$ cat config.mk
export PLATFORM = sky130hd
export DESIGN_NAME = serial_adder
export DESIGN_NICKNAME = d
export VERILOG_FILES = /design/src/rtl/serial_adder.sv
export SDC_FILE = /design/constraint.sdc
export NUM_CORES = 1
export LEC_CHECK = 0
export CAP_MARGIN = 25
export CORE_MARGIN = 3
export CORE_UTILIZATION = 55
export CTS_CLUSTER_DIAMETER = 50
export DETAILED_ROUTE_END_ITERATION = 10
export GPL_TIMING_DRIVEN = 0
export PLACE_DENSITY = 0.78
export SLEW_MARGIN = 30
export SYNTH_ARGS = -nofsm -noshare
export SYNTH_HDL_FRONTEND = slang
export SYNTH_SLANG_ARGS = --single-unit
$ cat constraint.sdc
create_clock -name clk -period 2.9 [get_ports clk]
set_input_delay 0.29 -clock clk [delete_from_list [all_inputs] [get_ports clk]]
set_output_delay 0.29 -clock clk [all_outputs]
set_load 0.02 [all_outputs]
$ cat src/rtl/serial_adder.sv
// Bit-serial adder: adds two WIDTH-bit operands plus carry-in, one bit per clock.
module serial_adder #(
  parameter int unsigned WIDTH = 4
) (
  input  logic             clk,
  input  logic             rst,
  input  logic             start,
  input  logic [WIDTH-1:0] a,
  input  logic [WIDTH-1:0] b,
  input  logic             cin,
  output logic             busy,
  output logic             done,
  output logic [WIDTH-1:0] sum,
  output logic             cout
);

  localparam int unsigned CW = $clog2(WIDTH + 1);

  typedef enum logic [1:0] {
    S_IDLE  = 2'd0,
    S_SHIFT = 2'd1,
    S_DONE  = 2'd2
  } state_t;

  state_t           r_state;
  state_t           w_next;
  logic [WIDTH-1:0] r_a_sr;
  logic [WIDTH-1:0] r_b_sr;
  logic [WIDTH-2:0] r_res;
  logic             r_carry;
  logic [CW-1:0]    r_cnt;
  logic [WIDTH-1:0] r_sum;
  logic             r_cout;
  logic             r_busy;
  logic             r_done;

  logic             w_s;
  logic             w_c;
  logic             w_last;
  logic [WIDTH-1:0] w_res_sh;

  // One full-adder bit slice on the current LSBs and running carry
  always_comb begin
    w_s      = r_a_sr[0] ^ r_b_sr[0] ^ r_carry;
    w_c      = (r_a_sr[0] & r_b_sr[0]) | (r_a_sr[0] & r_carry) | (r_b_sr[0] & r_carry);
    w_last   = (r_cnt == CW'(WIDTH - 1));
    w_res_sh = {w_s, r_res};
  end

  // Next-state logic
  always_comb begin
    w_next = r_state;
    case (r_state)
      S_IDLE:  if (start) w_next = S_SHIFT;
      S_SHIFT: if (w_last) w_next = S_DONE;
      S_DONE:  w_next = S_IDLE;
      default: w_next = S_IDLE;
    endcase
  end

  // State register with status flags decoded from the next state
  always_ff @(posedge clk or posedge rst) begin
    if (rst) begin
      r_state <= S_IDLE;
      r_busy  <= 1'b0;
      r_done  <= 1'b0;
    end else begin
      r_state <= w_next;
      r_busy  <= (w_next == S_SHIFT);
      r_done  <= (w_next == S_DONE);
    end
  end

  // Operand capture, bit-serial shifting and result latch
  always_ff @(posedge clk or posedge rst) begin
    if (rst) begin
      r_a_sr  <= '0;
      r_b_sr  <= '0;
      r_res   <= '0;
      r_carry <= 1'b0;
      r_cnt   <= '0;
      r_sum   <= '0;
      r_cout  <= 1'b0;
    end else begin
      case (r_state)
        S_IDLE: begin
          if (start) begin
            r_a_sr  <= a;
            r_b_sr  <= b;
            r_carry <= cin;
            r_cnt   <= '0;
          end
        end
        S_SHIFT: begin
          r_a_sr  <= r_a_sr >> 1;
          r_b_sr  <= r_b_sr >> 1;
          r_res   <= w_res_sh[WIDTH-1:1];
          r_carry <= w_c;
          r_cnt   <= r_cnt + CW'(1);
          if (w_last) begin
            r_sum  <= w_res_sh;
            r_cout <= w_c;
          end
        end
        default: ;
      endcase
    end
  end

  assign busy = r_busy;
  assign done = r_done;
  assign sum  = r_sum;
  assign cout = r_cout;

endmodule

==> run_results.csv <==
group,metric,value,unit
logic_synthesis,post_synth_top_area_share,0.524,
critical_path,critical-path-max-stage-delay,0.61,ns
detailed_routing,firstDrtPassIters,4,
power_and_ir_drop,intPower,0.954,mW
logic_synthesis,netlist-cell-type-count,27,
critical_path,crit_path_max_fanout,2,
timing,grt_setup_unrepaired,"no",
grt,number_of_antenna_violations_at_the_first_check_in_global_routing,0,
logic_synthesis,netlist.top_cell.by_area,"sky130_fd_sc_hd__dfrtp_1",
power_and_ir_drop,net-switching-power,0.540,mW
power_and_ir_drop,power.share.combinational,0.496,
floorplan,die-height,51.7,um
clock_tree,clk-insertion-delay-late,0.31,ns
timing,final.setup.tns,0,ns
timing,final_max_slew_viol_count,0,
detailed_routing,drt_iter0_drc,33,
placed_design,globalplace.congestion,0.786,
min_path,min_path_type,"in -> async",
power_and_ir_drop,cellPowerDensity,1070,nW/um2
logic_synthesis,syn-num-nets,104,
logic_synthesis,syn_area,1150,um2
detailed_routing,route.detailed.drc,0,
timing,max_freq,633,MHz
timing,relative_slew_slack,0.448,
logic_synthesis,synth_cells,89,
floorplan,die-area,2670,um2
layout,antenna_cells_inserted,0,
layout,nNetsFinal,127,
power_and_ir_drop,switching_share,0.361,
critical_path,worst_setup_path_startpoint,"sum[3]",
grt,grt_start_max_net_pins,25,
critical_path,worstReg2RegEnd,"sum[3]",
critical_path,worstPathRequired,2.61,ns
critical_path,timing_worst_setup_path_type,"reg -> out",
detailed_routing,dr_total_vias,745,
grt,grt_use_total,0.178,
detailed_routing,postRouteWirelength,1990,um
layout,seqCellArea,601,um2
placed_design,port_buffers,18,
critical_path,crit_slowest_cell,"sky130_fd_sc_hd__clkdlybuf4s50_1",
floorplan,std_cell_rows,15,
clock_tree,cts_made_buffers,3,
layout,filler_cell_count,130,
power_and_ir_drop,seqPwrFrac,0.387,
clock_tree,clock_sinks,24,
clock_tree,post_cts.resized_instances,0,
layout,layout-area-overhead-vs-synth,21.6,%
critical_path,arr_time_crit_path,1.29,ns
critical_path,crit_family,"buffers and inverters",
timing,min_period_over_period,0.544,
run,cap_violations,0,
clock_tree,cts_hold_buffers,0,
logic_synthesis,ys.warnings.count,0,
clock_tree,cts_root_buffer,"sky130_fd_sc_hd__clkbuf_4",
logic_synthesis,sequential_cell_area_fraction_in_the_yosys_report,0.524,
clock_tree,cts-htree-levels,1,
timing,hold_violations,0,
clock_tree,post-cts-setup-buffer-count,0,
logic_synthesis,syn-mean-instance-area,12.9,um2
placed_design,dpl.hpwl,1470,um
clock_tree,clk_pin_slew_worst_paths,0.13,ns
floorplan,initial_core_util,0.623,
detailed_routing,vias_per_cell,5.48,
critical_path,endpoint_kind,"primary output",
critical_path,crit-reg2reg-launch,"r_cnt[0]",
timing,timing.final.setup_violations,0,
logic_synthesis,synth.area.top_cells,"sky130_fd_sc_hd__dfrtp_1, sky130_fd_sc_hd__mux2_1, sky130_fd_sc_hd__inv_1",
logic_synthesis,synth_ff_type,"sky130_fd_sc_hd__dfrtp_1",
critical_path,r2r.worst_path.cells,4,
logic_synthesis,synth_enable_flop_cells,0,
layout,fraction_of_layout_cells_with_a_size_suffix_above_1,0.216,
critical_path,worstSetupStartpointType,"flop",
timing,period_minus_slack,1.58,ns
power_and_ir_drop,power.leakage,0.620,nW
timing,finalClockSkew,0.00125,ns
timing,max_slew.worst_pin.slew,0.823,ns
critical_path,worstPathBufferInverterCount,1,
grt,first_pass_grt_wire_length,3420,um
grt,grt_pass1_vias,722,
timing,final.hold.worst_slack,0.322,ns
power_and_ir_drop,worst_ir_drop_vdd,0.000784,V
power_and_ir_drop,clockPowerShare,0.117,
critical_path,crit_chain,"clkdlybuf4s50_1",
power_and_ir_drop,power,1.49,mW
layout,multi_input_area,454,um2
logic_synthesis,async_flop_share,1.00,
floorplan,design.portCount,19,
status,result_of_the_run,"finished clean",
detailed_routing,wl_per_cell,14.6,um
floorplan,design.core.area,1840,um2
logic_synthesis,synth.ff_latch_count,24,
clock_tree,tritoncts,"built",
detailed_routing,final_antenna_net_count,0,
grt,overflow,0,
clock_tree,ctsLongestPathBuffers,2,
floorplan,die_wd,51.7,um
critical_path,r2r_setup_slack,1.46,ns
## power groups by stage
stage               combinational (mW)  clock [mW]  sequential (mW)
finish                           0.741       0.175            0.577
global route                     0.816       0.192            0.598
detailed placement               0.746           0            0.586
floorplan                        0.481           0            0.623
CTS                              0.754       0.179            0.579
global placement                 0.724           0            0.576
## worst max-delay path by stage
stage	endpoint	slack, ns	depth (start not counted)
detailed placement	r_a_sr[1]	1.29	4
global route	sum[0]	1.27	1
floorplan	cout	1.56	4
CTS	sum[0]	1.31	1
global placement	r_a_sr[1]	1.30	4
finish	sum[3]	1.32	1
## cells by family (layout without fill, tap and decap cells)
family / Yosys count / in the layout / synth area share
buffers and inverters: 18 / 40 / 0.0797
AND/OR/NAND/NOR: 21 / 21 / 0.147
AO/OA/AOI/OAI: 14 / 14 / 0.121
multiplexers: 9 / 9 / 0.0884
flip-flops: 24 / 24 / 0.524
adder cells (fa/ha/maj): 3 / 3 / 0.0393
## registers in the layout, summed over array words and instances, names as in the netlist
| name | flops |
|---|---|
| busy | 1 |
| r_carry | 1 |
| r_b_sr | 4 |
| r_cnt | 3 |
| done | 1 |
| r_state | 2 |
| sum | 4 |
| r_res | 3 |
| r_a_sr | 4 |
| cout | 1 |
## per-layer routing
| layer | global-route usage | routed length, um |
|---|---|---|
| met1 | 0.250 | 985 |
| met2 | 0.261 | 884 |
| met4 | 0.105 | 53 |
| met3 | 0.0258 | 63 |
| met5 | 0 | 0 |
## synthesized netlist by cell type, types with 2 or more instances
cell type                  count
sky130_fd_sc_hd__nor2_1        3
sky130_fd_sc_hd__buf_6         2
sky130_fd_sc_hd__or2_2         2
sky130_fd_sc_hd__nand2_1       4
sky130_fd_sc_hd__inv_1        13
sky130_fd_sc_hd__o221ai_1      2
sky130_fd_sc_hd__dfrtp_1      24
sky130_fd_sc_hd__a21oi_1       2
sky130_fd_sc_hd__nor4b_2       3
sky130_fd_sc_hd__a211oi_2      3
sky130_fd_sc_hd__mux2_2        4
sky130_fd_sc_hd__mux2_1        5
sky130_fd_sc_hd__nor3b_1       4
sky130_fd_sc_hd__ha_1          2
sky130_fd_sc_hd__buf_4         2
sky130_fd_sc_hd__a222oi_1      3
## stage by stage
stage	instances	util	area [um2]	setup slack [ns]
after global placement	132	0.738	1360	1.30
after CTS	136	0.758	1390	1.31
after detailed placement	132	0.738	1360	1.29
final	136	0.758	1390	1.32
after floorplan	89	-	1150	1.56
after global routing	136	0.758	1390	1.27
## area by class of cell
type                       count  share of cell area
sequential                    24               0.431
multi-input combinational     47               0.326
timing repair buffer          18               0.129
inverter                      13              0.0350
buffer                         5              0.0305
clock buffer                   4              0.0260
tap                           25              0.0224
## worst register-to-register path, stage by stage (launching register included)
cell	delay, ns
sky130_fd_sc_hd__dfrtp_1	0.41
sky130_fd_sc_hd__ha_1	0.21
sky130_fd_sc_hd__ha_1	0.23
sky130_fd_sc_hd__nand3b_4	0.15
sky130_fd_sc_hd__mux2_1	0.33
## placed cells by master, fill, tap and decap left out, drive strengths merged
cell type	instances
clkinv	1
o2bb2ai	1
nand2	4
nor4b	4
nand3b	1
nand2b	1
ha	2
or2	2
a22o	1
fa	1
nor2	3
clkdlybuf4s50	18
nor2b	2
a222oi	3
mux2	9
a21oi	2
clkbuf	4
o221ai	2
buf	5
a211oi	4
nor3b	4
inv	12
dfrtp	24
o21bai	1
(Power assumes the default switching activity.)
